$ cat src/rtl/sec_ded_encoder_pipe_pkg.sv
// Shared definitions for the (72,64) SEC-DED code: codeword types, the
// parity-check matrix split into data and parity columns, the inverse of the
// parity submatrix, and elaboration-time sanity checks on the code.
package sec_ded_encoder_pipe_pkg;

    localparam int MSG_BITS = 64;
    localparam int PAR_BITS = 8;
    localparam int CW_BITS  = MSG_BITS + PAR_BITS;

    typedef logic [CW_BITS-1:0]  codeword_t;
    typedef logic [MSG_BITS-1:0] msg_t;
    typedef logic [PAR_BITS-1:0] parity_t;

    // Row r of H_DATA holds bit r of every data column; same layout for H_PAR.
    typedef logic [PAR_BITS-1:0][MSG_BITS-1:0] h_data_t;
    typedef logic [PAR_BITS-1:0][PAR_BITS-1:0] h_par_t;

    function automatic int popcount8(input logic [7:0] v);
        int n;
        n = 0;
        for (int b = 0; b < 8; b++) begin
            n += int'(v[b]);
        end
        return n;
    endfunction

    // Data columns are the first 64 byte values, in ascending numeric order,
    // whose weight is 3 or 5. Odd weight keeps every column distinct from
    // the XOR of any two columns, which is what gives double-error detection.
    function automatic h_data_t build_h_data();
        h_data_t     h;
        int          n;
        logic [7:0]  v;
        h = '0;
        n = 0;
        for (int c = 1; c < 256; c++) begin
            v = c[7:0];
            if ((popcount8(v) == 3 || popcount8(v) == 5) && n < MSG_BITS) begin
                for (int r = 0; r < PAR_BITS; r++) begin
                    h[r][n] = v[r];
                end
                n++;
            end
        end
        return h;
    endfunction

    function automatic h_par_t build_ident();
        h_par_t h;
        h = '0;
        for (int r = 0; r < PAR_BITS; r++) begin
            h[r][r] = 1'b1;
        end
        return h;
    endfunction

    // Parity columns are the unit vectors, so parity bit k is the only parity
    // bit seen by syndrome bit k. The inverse is kept explicit so the parity
    // generator stays correct if the parity submatrix is ever reshuffled.
    localparam h_data_t H_DATA = build_h_data();
    localparam h_par_t  H_PAR  = build_ident();
    localparam h_par_t  P_INV  = build_ident();

    // H_PAR * P_INV must be the identity over GF(2).
    function automatic bit p_inv_ok();
        logic acc;
        for (int i = 0; i < PAR_BITS; i++) begin
            for (int j = 0; j < PAR_BITS; j++) begin
                acc = 1'b0;
                for (int k = 0; k < PAR_BITS; k++) begin
                    acc ^= H_PAR[i][k] & P_INV[k][j];
                end
                if (acc != (i == j)) begin
                    return 1'b0;
                end
            end
        end
        return 1'b1;
    endfunction

    // Every one of the 72 columns must be non-zero, odd weight and unique.
    function automatic bit columns_ok();
        logic [CW_BITS-1:0][7:0] col;
        col = '0;
        for (int b = 0; b < CW_BITS; b++) begin
            for (int r = 0; r < PAR_BITS; r++) begin
                if (b < PAR_BITS) begin
                    col[b][r] = H_PAR[r][b];
                end else begin
                    col[b][r] = H_DATA[r][b-PAR_BITS];
                end
            end
        end
        for (int a = 0; a < CW_BITS; a++) begin
            if (popcount8(col[a]) % 2 == 0) begin
                return 1'b0;
            end
            for (int b = a + 1; b < CW_BITS; b++) begin
                if (col[a] == col[b]) begin
                    return 1'b0;
                end
            end
        end
        return 1'b1;
    endfunction

    localparam bit P_INV_OK   = p_inv_ok();
    localparam bit COLUMNS_OK = columns_ok();

    // Full 72-bit syndrome; zero for every valid codeword. Used by the decoder.
    function automatic parity_t syndrome(input codeword_t cw);
        parity_t s;
        s = '0;
        for (int r = 0; r < PAR_BITS; r++) begin
            s[r] = (^(cw[CW_BITS-1:PAR_BITS] & H_DATA[r])) ^ (^(cw[PAR_BITS-1:0] & H_PAR[r]));
        end
        return s;
    endfunction

endpackage

$ cat src/rtl/sec_ded_encoder_pipe_if.sv
// Stream bundle around the encoder: message input with optional fault mask,
// codeword output. Both sides use valid/ready: a word moves on a rising edge
// where valid and ready are both high; a source holds valid and payload
// stable until that edge, and ready never depends on valid of the same side.
interface sec_ded_encoder_pipe_if;
    import sec_ded_encoder_pipe_pkg::*;

    logic      in_valid;
    logic      in_ready;
    msg_t      in_msg;
    logic      inj_valid;
    codeword_t inj_mask;
    logic      out_valid;
    logic      out_ready;
    codeword_t out_codeword;
    logic      out_injected;

    // Encoder side.
    modport slave (
        input  in_valid, in_msg, inj_valid, inj_mask, out_ready,
        output in_ready, out_valid, out_codeword, out_injected
    );

    // Producer/consumer side.
    modport master (
        output in_valid, in_msg, inj_valid, inj_mask, out_ready,
        input  in_ready, out_valid, out_codeword, out_injected
    );

endinterface

$ cat src/rtl/sec_ded_encoder_pipe_parity_core.sv
// Combinational halves of the parity computation. f: message -> data
// syndrome (H_DATA * msg). g: data syndrome -> parity (P_INV * s_d).
// Kept apart so a pipeline register can sit between them, or not.
module sec_ded_encoder_pipe_parity_core
    import sec_ded_encoder_pipe_pkg::*;
(
    input  msg_t    i_msg,
    output parity_t o_sd,
    input  parity_t i_sd,
    output parity_t o_parity
);

    // Data syndrome: each bit is the parity of the message bits its row selects.
    always_comb begin
        o_sd = '0;
        for (int r = 0; r < PAR_BITS; r++) begin
            o_sd[r] = ^(i_msg & H_DATA[r]);
        end
    end

    // Parity that cancels the data syndrome through the parity columns.
    always_comb begin
        o_parity = '0;
        for (int r = 0; r < PAR_BITS; r++) begin
            o_parity[r] = ^(i_sd & P_INV[r]);
        end
    end

endmodule

$ cat src/rtl/sec_ded_encoder_pipe.sv
// Two-stage streaming (72,64) SEC-DED encoder. Stage 1 registers the message,
// the fault mask and the data syndrome; stage 2 is the output register holding
// {message, parity} ^ mask. Flow control collapses bubbles: a stage loads
// whenever it is empty or the stage after it is moving.
module sec_ded_encoder_pipe
    import sec_ded_encoder_pipe_pkg::*;
#(
    parameter int DATA_W = 64,
    parameter int PAR_W  = 8,
    parameter bit INJ_EN = 1'b1
) (
    input  logic                    clk,
    input  logic                    rst_n,
    sec_ded_encoder_pipe_if.slave   bus,
    output logic [15:0]             inj_cnt
);

    if (DATA_W != MSG_BITS || PAR_W != PAR_BITS) begin : g_bad_width
        $error("sec_ded_encoder_pipe supports only DATA_W=64, PAR_W=8");
    end
    if (!P_INV_OK || !COLUMNS_OK) begin : g_bad_code
        $error("sec_ded_encoder_pipe: parity-check matrix is not a valid SEC-DED code");
    end

    logic      w_s2_adv;
    logic      w_s1_adv;
    logic      w_in_xfer;
    logic      w_out_xfer;
    codeword_t w_in_mask;
    parity_t   w_sd;
    parity_t   w_parity;
    codeword_t w_s2_cw;

    logic      r_s1_v;
    msg_t      r_s1_msg;
    codeword_t r_s1_mask;
    parity_t   r_s1_sd;

    logic      r_s2_v;
    codeword_t r_s2_cw;
    logic      r_s2_inj;

    logic [15:0] r_inj_cnt;

    assign w_s2_adv   = !r_s2_v || bus.out_ready;
    assign w_s1_adv   = !r_s1_v || w_s2_adv;
    assign w_in_xfer  = bus.in_valid && w_s1_adv;
    assign w_out_xfer = r_s2_v && bus.out_ready;
    assign w_in_mask  = (INJ_EN && bus.inj_valid) ? bus.inj_mask : '0;

    sec_ded_encoder_pipe_parity_core u_core (
        .i_msg    (bus.in_msg),
        .o_sd     (w_sd),
        .i_sd     (r_s1_sd),
        .o_parity (w_parity)
    );

    assign w_s2_cw = {r_s1_msg, w_parity} ^ r_s1_mask;

    // Stage 1: capture message, mask and data syndrome only on an input transfer.
    always_ff @(posedge clk or negedge rst_n) begin
        if (!rst_n) begin
            r_s1_v    <= 1'b0;
            r_s1_msg  <= '0;
            r_s1_mask <= '0;
            r_s1_sd   <= '0;
        end else if (w_s1_adv) begin
            r_s1_v <= bus.in_valid;
            if (w_in_xfer) begin
                r_s1_msg  <= bus.in_msg;
                r_s1_mask <= w_in_mask;
                r_s1_sd   <= w_sd;
            end
        end
    end

    // Stage 2: output register; holds while the sink stalls a valid word.
    always_ff @(posedge clk or negedge rst_n) begin
        if (!rst_n) begin
            r_s2_v   <= 1'b0;
            r_s2_cw  <= '0;
            r_s2_inj <= 1'b0;
        end else if (w_s2_adv) begin
            r_s2_v <= r_s1_v;
            if (r_s1_v) begin
                r_s2_cw  <= w_s2_cw;
                r_s2_inj <= |r_s1_mask;
            end
        end
    end

    // Count delivered faulty words, sticking at all-ones.
    always_ff @(posedge clk or negedge rst_n) begin
        if (!rst_n) begin
            r_inj_cnt <= '0;
        end else if (INJ_EN && w_out_xfer && r_s2_inj && r_inj_cnt != 16'hFFFF) begin
            r_inj_cnt <= r_inj_cnt + 16'd1;
        end
    end

    assign bus.in_ready     = w_s1_adv;
    assign bus.out_valid    = r_s2_v;
    assign bus.out_codeword = r_s2_cw;
    assign bus.out_injected = r_s2_inj;
    assign inj_cnt          = r_inj_cnt;

endmodule

$ cat src/flat_wrapper.sv
// flat-port wrapper written by rule: the top's interface ports become plain ports
module sec_ded_encoder_pipe_flat import sec_ded_encoder_pipe_pkg::*;
#(
    parameter int DATA_W = 64,
    parameter int PAR_W  = 8,
    parameter bit INJ_EN = 1'b1
)
  (clk, rst_n, inj_cnt, bus_in_valid, bus_in_msg, bus_inj_valid, bus_inj_mask, bus_out_ready, bus_in_ready, bus_out_valid, bus_out_codeword, bus_out_injected);
  sec_ded_encoder_pipe_if bus_i ();
  input  logic clk;
  input  logic rst_n;
  output logic [15:0] inj_cnt;
  input wire logic [$bits(bus_i.in_valid)-1:0] bus_in_valid;
  input wire logic [$bits(bus_i.in_msg)-1:0] bus_in_msg;
  input wire logic [$bits(bus_i.inj_valid)-1:0] bus_inj_valid;
  input wire logic [$bits(bus_i.inj_mask)-1:0] bus_inj_mask;
  input wire logic [$bits(bus_i.out_ready)-1:0] bus_out_ready;
  output wire logic [$bits(bus_i.in_ready)-1:0] bus_in_ready;
  output wire logic [$bits(bus_i.out_valid)-1:0] bus_out_valid;
  output wire logic [$bits(bus_i.out_codeword)-1:0] bus_out_codeword;
  output wire logic [$bits(bus_i.out_injected)-1:0] bus_out_injected;
  assign bus_i.in_valid = bus_in_valid;
  assign bus_i.in_msg = bus_in_msg;
  assign bus_i.inj_valid = bus_inj_valid;
  assign bus_i.inj_mask = bus_inj_mask;
  assign bus_i.out_ready = bus_out_ready;
  assign bus_in_ready = bus_i.in_ready;
  assign bus_out_valid = bus_i.out_valid;
  assign bus_out_codeword = bus_i.out_codeword;
  assign bus_out_injected = bus_i.out_injected;
  sec_ded_encoder_pipe #(.DATA_W(DATA_W), .PAR_W(PAR_W), .INJ_EN(INJ_EN)) u_core (.clk(clk), .rst_n(rst_n), .bus(bus_i), .inj_cnt(inj_cnt));
endmodule
$ cat config.mk
export PLATFORM = sky130hd
export DESIGN_NAME = sec_ded_encoder_pipe_flat
export DESIGN_NICKNAME = d
export VERILOG_FILES = /design/src/rtl/sec_ded_encoder_pipe_pkg.sv /design/src/rtl/sec_ded_encoder_pipe_if.sv /design/src/rtl/sec_ded_encoder_pipe_parity_core.sv /design/src/rtl/sec_ded_encoder_pipe.sv /design/src/flat_wrapper.sv
export SDC_FILE = /design/constraint.sdc
export NUM_CORES = 1
export LEC_CHECK = 0
export BUFFER_PORTS_ARGS = -buffer_cell sky130_fd_sc_hd__buf_4
export CAP_MARGIN = 0
export CORE_ASPECT_RATIO = 1.2
export CORE_MARGIN = 3
export CORE_UTILIZATION = 45
export CTS_CLUSTER_DIAMETER = 50
export DETAILED_ROUTE_END_ITERATION = 7
export PLACE_DENSITY_LB_ADDON = 0.3
export SYNTH_ARGS = -nofsm -noshare
export SYNTH_HDL_FRONTEND = slang
export SYNTH_SLANG_ARGS = --single-unit
$ cat constraint.sdc
create_clock -name clk -period 2.8 [get_ports clk]
set_input_delay 0.28 -clock clk [delete_from_list [all_inputs] [get_ports clk]]
set_output_delay 0.28 -clock clk [all_outputs]
set_load 0.02 [all_outputs]
==> results of run 1 <==
per-layer routing:
layer | vias up | routed length [um]
met2 | 226 | 14800
met4 | 0 | 623
met5 | - | 0
met3 | 34 | 1660
li1 | 3737 | -
met1 | 3738 | 12000
worst reg2reg max path, stage by stage (launching register included):
cell,delay (ps)
dfrtp_1,410
nor4_1,500
nand4_1,130
or4_1,610
nor4_1,210
nor2_1,60
cell usage in the layout (no fill, tap or decap), types with 2 or more instances in the layout:
cell / instances
dfrtp_1: 235
nand2_1: 233
buf_4: 232
o21ai_0: 151
xnor2_1: 142
mux2_2: 65
xnor3_1: 29
clkbuf_16: 25
xor2_1: 20
nor4_1: 17
nand3_1: 7
clkbuf_1: 7
buf_12: 7
nand4_1: 6
nor2_1: 5
and3_1: 4
clkinv_2: 4
nand2b_1: 3
nor3_1: 3
a21oi_1: 3
or4_1: 3
clkbuf_8: 3
nand2_4: 2
bufinv_16: 2
dlygate4sd3_1: 2
worst max path at each step:
| stage | start | endpoint | slack [ps] | cells past startpoint |
|---|---|---|---|---|
| after floorplan | u_core.bus.out_valid | u_core.r_s1_msg[10] | 700 | 5 |
| after global placement | bus_in_msg[43] | u_core.r_s1_sd[5] | 600 | 6 |
| after detailed placement | bus_in_msg[43] | u_core.r_s1_sd[5] | 600 | 6 |
| after CTS | u_core.r_s1_mask[30] | u_core.bus.out_injected | 700 | 5 |
| after global routing | u_core.r_s1_mask[30] | u_core.bus.out_injected | 630 | 5 |
| final | u_core.r_s1_mask[30] | u_core.bus.out_injected | 760 | 5 |
what timing repair did:
| action | CTS | global route |
|---|---|---|
| endpoints found under the hold margin | 81 | 0 |
| hold buffers | 2 | 0 |
| resized for setup | 0 | 0 |
final cells by class:
class	instances	area (sq um)
Fill cell	1997	9650
Timing Repair Buffer	242	1920
Clock buffer	35	693
Sequential cell	235	5880
Tap cell	315	394
Multi-Input combinational cell	704	4860
Clock inverter	9	105
registers in the layout, indices dropped and copies added, names as in the netlist:
register,cells
u_core.bus.out_codeword,72
u_core.bus.out_injected,1
u_core.bus.out_valid,1
u_core.inj_cnt,16
u_core.r_s1_mask,72
u_core.r_s1_msg,64
u_core.r_s1_sd,8
u_core.r_s1_v,1
metrics by stage:
stage | setup WS (ps) | std cells | area [sq um]
6_report | 755 | 1540 | 13900
5_1_grt | 630 | 1540 | 13900
4_1_cts | 703 | 1540 | 13900
3_5_place_dp | 598 | 1494 | 13000
3_3_place_gp | 600 | 1494 | 13000
2_1_floorplan | 699 | 986 | 10900
where the power goes:
group | switching [mW] | internal, mW | total (mW)
sequential | 0.551 | 4.06 | 4.61
clock | 1.32 | 1.91 | 3.24
combinational | 1.53 | 1.68 | 3.21
cell families after synthesis:
group / Yosys count
adders and majority gates: 1
DFF: 235
xor gates and xnor gates: 193
muxes: 65
buffers and inverters: 47
AOI/OAI and AO/OA: 159
and+or+nand+nor: 286
==> results.tsv, run 1 <==
stage	metric	value	unit
timing	period utilisation layout	73.0	%
clocking	Root Driver	clkbuf_16	
cells_and_area	layout cells sized above 1	28.2	%
yosys	cell taking the most area after synthesis	dfrtp_1	
global_route	GR Util met1	28.7	%
clocking	CTS max path bufs	3	
timing	Setup TNS	0	ps
timing	max-slew violation count	0	
placed_design	PortBufs	231	
worst_setup_path	Setup crit start kind	flop	
clocking	Post-CTS Setup Repair Bufs	0	
worst_setup_path	crit path cell chain	nor4_1 > nand4_1 > or4_1 > nor4_1 > nor2_1	
yosys	largest family of logic cells by synthesized area	XOR/XNOR gates	
detailed_routing	Residual DRC	0	
worst_setup_path	slowest cell on the critical path	or4_1	
global_route	first-pass GRT wire length	44.7	mm
clocking	CTS tree	yes	
floorplan	Die ar.	26100	sq um
yosys	top_reg_cell synth	dfrtp_1	
clocking	Reg clk slew, reported paths	60	ps
worst_setup_path	worst reg2reg path depth	5	
detailed_routing	drt pass-1 iters	4	
detailed_routing	final wirelength	29.0	mm
yosys	syn_nets	1128	
outcome	status	finished clean	
placed_design	DP HPWL	22.0	mm
yosys	Mean Syn Cell Area	11.1	sq um
placed_design	Final Wtd Congestion	0.889	
clocking	Num CTS Buffers	25	
cells_and_area	area grow syn2layout	27.0	%
global_route	gr usage total	22.1	%
worst_setup_path	flop2flop setup slack	760	ps
detailed_routing	ANT nets after route	0	
detailed_routing	Initial DRC Count	421	
worst_hold_path	Hold Crit Class	in2reg	
global_route	initial antenna violation count	0	
global_route	GR Overflow Total	0	
yosys	Async SR Flop Fraction	100	%
yosys	sequential area share after synthesis	53.9	%
yosys	YS warnings	0	
yosys	Post-synth EDFFs	0	
worst_setup_path	Required @ worst endpoint	3190	ps
yosys	post-synthesis xor/xnor area fraction	19.4	%
floorplan	starting density of the core	46.4	%
timing	Final Skew	7.49	ps
timing	final hold violations	0	
worst_setup_path	kind of critical path	reg2reg	
worst_setup_path	Crit path top cell by count	nor4_1	
global_route	global-route layer with the greatest usage	met2	
yosys	ranking of synthesized cells by area	dfrtp_1 (54%), xnor2_1 (11%), nand2_1 (8.1%)	
clocking	clock sinks	235	
worst_hold_path	Hold Startpoint	bus_in_msg[6]	
timing	Max Clk Rate	0.489	GHz
yosys	Synth Cell Area	10900	sq um
worst_setup_path	maximum fanout along the worst path	3	
yosys	post-synth cell types	28	
yosys	Adder-Cell Fraction of Synth Area	0.115	%
worst_hold_path	Worst Hold Depth	2	
worst_hold_path	Worst Hold Path EP	u_core.r_s1_msg[6]	
floorplan	Cell Rows	61	
yosys	Post-synth top cells	dfrtp_1 (235), nand2_1 (235), o21ai_0 (151), xnor2_1 (142), mux2_2 (65)	
yosys	post-synthesis register bit count	235	
cells_and_area	nets	1350	
worst_setup_path	Worst setup EP type	flop	
cells_and_area	Layout Utilization	58.9	%
floorplan	Die Y-Extent	177	um
timing	relative slew slack	45.5	%
global_route	M3 GR Usage	3.88	%
worst_setup_path	CP top delay family	simple AND/OR/NAND/NOR gates	
worst_setup_path	Worst R2R Start	u_core.r_s1_mask[30]	
cells_and_area	n_diodes	0	
global_route	met2 usage	38.5	%
pwr	VDD IR-drop max	0.000457	V
timing	worst-margin pin slew	817	ps
global_route	largest net degree at the start of global routing	145	
worst_setup_path	Largest stage delay, worst path	610	ps
clocking	H-Tree Depth	1	
timing	RSZ-0062 raised after global routing	false	
yosys	cells after synthesis	986	
pwr	P_leak	6.38	nW
run	max-cap viol count	0	
timing	final setup vio count	0	
floorplan	Core Box Area	23500	sq um
clocking	worst skew pair latency	500	ps
pwr	Pwr Total	11.1	mW
floorplan	Ports	232	
worst_setup_path	FF-to-FF End	u_core.bus.out_injected	
yosys	Compound-Gate Fraction of Synth Area	7.43	%
yosys	simple-gate portion of the synthesized area	10.8	%
detailed_routing	DR vias/cell	5.02	
pwr	power density over the cells	798	nW/um^2
worst_setup_path	arrival time at the worst endpoint	2430	ps
timing	final worst path period need	2040	ps
yosys	post-synthesis mux area share	6.71	%
global_route	vias in the first global route	7790	
timing	hold slack	22.4	ps
yosys	Yosys top cell area share	53.9	%
detailed_routing	total number of vias	7735	
detailed_routing	WL/cell	18.9	um
floorplan	Horiz. Die Dim	148	um
worst_setup_path	Critical path buffers and inverters	0	
Power figures use the tool's default switching activity.
==> inputs of run 2 (changes only) <==
- clock period: 2.8 -> 2.1 ns (I/O delays scaled with it)
==> results.tsv, run 2 (synthesis results as in run 1) <==
stage	metric	value	unit
floorplan	Horiz. Die Dim	148	um
detailed_routing	WL/cell	18.8	um
timing	final setup vio count	0	
worst_setup_path	FF-to-FF End	u_core.bus.out_injected	
timing	final worst path period need	2060	ps
floorplan	Core Box Area	23500	sq um
global_route	largest net degree at the start of global routing	145	
global_route	initial antenna violation count	2	
floorplan	Ports	232	
placed_design	Setup WS pre-CTS	54.2	ps
timing	Setup TNS	0	ps
worst_setup_path	arrival time at the worst endpoint	2500	ps
detailed_routing	total number of vias	8535	
placed_design	DP HPWL	22.1	mm
pwr	power density over the cells	995	nW/um^2
clocking	clock sinks	235	
worst_setup_path	flop2flop setup slack	140	ps
clocking	CTS tree	yes	
cells_and_area	most common cell after layout, fill and taps aside	buf_4	
worst_setup_path	CP endpoint	u_core.r_s1_sd[6]	
timing	Final Skew	10.7	ps
placed_design	area post-placement	13200	sq um
worst_setup_path	Setup crit start kind	primary input	
detailed_routing	ANT nets after route	0	
detailed_routing	Residual DRC	0	
pwr	P_leak	7.07	nW
cells_and_area	Layout Cells excl Fill	1690	
clocking	Reg clk slew, reported paths	60	ps
global_route	gr usage total	24.2	%
placed_design	Final Wtd Congestion	0.910	
timing	final hold violations	0	
detailed_routing	drt pass-1 iters	5	
worst_setup_path	maximum fanout along the worst path	3	
clocking	Num CTS Buffers	26	
worst_setup_path	slowest cell on the critical path	dlygate4sd3_1	
run	max-cap viol count	0	
worst_setup_path	crit path cell chain	dlygate4sd3_1 > buf_4 > xnor3_1 > xnor3_2 > xnor2_2 > buf_4 > xnor3_1 > o21ai_1	
global_route	vias in the first global route	8827	
cells_and_area	Layout Utilization	65.6	%
timing	hold slack	17.9	ps
timing	max-slew violation count	0	
cells_and_area	area grow syn2layout	41.5	%
worst_setup_path	Required @ worst endpoint	2540	ps
detailed_routing	Initial DRC Count	416	
detailed_routing	final wirelength	31.8	mm
floorplan	Die Y-Extent	177	um
global_route	GR Overflow Total	0	
detailed_routing	DR vias/cell	5.05	
cells_and_area	most frequent cells in the layout	buf_4 (246), dfrtp_1 (235), nand2_1 (233), o21ai_0 (150), xnor2_1 (139)	
worst_setup_path	Critical path origin	bus_in_msg[51]	
outcome	status	finished clean	
pwr	VDD IR-drop max	0.000630	V
timing	Max Clk Rate	0.486	GHz
worst_setup_path	worst reg2reg path depth	5	
clocking	H-Tree Depth	1	
floorplan	Cell Rows	61	
timing	RSZ-0062 raised after global routing	true	
clocking	CTS max path bufs	3	
timing	relative slew slack	62.0	%
floorplan	Die ar.	26100	sq um
cells_and_area	Final Cell Area	15400	sq um
floorplan	starting density of the core	46.4	%
clocking	Root Driver	clkbuf_16	
worst_setup_path	Worst R2R Start	u_core.r_s1_mask[30]	
timing	period utilisation layout	97.9	%
placed_design	PortBufs	231	
cells_and_area	layout cells sized above 1	27.0	%
timing	PnR worst setup slack	43.1	ps
worst_hold_path	Hold Crit Class	in2reg	
worst_setup_path	Worst setup EP type	flop	
pwr	Pwr Total	15.3	mW
cells_and_area	nets	1500	
worst_setup_path	Largest stage delay, worst path	540	ps
clocking	worst skew pair latency	520	ps
global_route	first-pass GRT wire length	49.3	mm
timing	worst-margin pin slew	571	ps
placed_design	placed cells	1510	
worst_setup_path	kind of critical path	in2reg	
run 2: changes by cell type in the layout (fill, tap and decap cells not counted), moves of 3 or more:
cell and change:
buf_12 +3, buf_4 +14, clkbuf_1 -4, dlygate4sd3_1 +132
xnor2_1 -3, xnor2_2 +3
run 2: cell type report:
type / instances / area, sq um
fill: 1786 / 8080
sequential: 235 / 5880
multi-input combinational: 704 / 4890
timing repair buffer: 391 / 3400
clock buffer: 33 / 728
tap: 315 / 394
clock inverter: 11 / 126
antenna: 1 / 2.50
run 2: worst min-delay path by stage:
stage                     cells past startpoint                         end           start
final                                         2          u_core.r_s1_msg[3]   bus_in_msg[3]
after global routing                          2          u_core.r_s1_msg[3]   bus_in_msg[3]
after CTS                                     2         u_core.r_s1_msg[46]  bus_in_msg[46]
after detailed placement                      1           u_core.inj_cnt[0]           rst_n
after global placement                        1           u_core.inj_cnt[2]           rst_n
after floorplan                               0  u_core.bus.out_codeword[0]           rst_n
run 2: timing repair:
item | CTS | global route
hold buffers | 134 | 0
hold endpoints to repair | 187 | 0
gates resized for setup | 0 | 5
buffers inserted | 0 | 1
endpoints found under the setup margin | 0 | 3
run 2: routing by layer:
layer | vias to the layer above | routed length, um | global-route usage, %
li1 | 4048 | - | -
met1 | 4121 | 13000 | 31.0
met2 | 296 | 16000 | 42.0
met3 | 68 | 1710 | 3.65
met4 | 2 | 1110 | 8.86
met5 | - | 13 | 0
run 2: worst max-delay path, delay by kind of cell:
| family | cells | cell delay [ps] |
|---|---|---|
| buffers and inverters | 3 | 830 |
| AO/OA/AOI/OAI | 1 | 130 |
| XOR/XNOR | 4 | 1330 |
run 2: power by group:
group | total [mW] | internal, mW | switching (mW)
sequential | 6.16 | 5.41 | 0.745
clock | 4.55 | 2.70 | 1.85
combinational | 4.64 | 2.47 | 2.17
total | 15.3 | 10.6 | 4.76
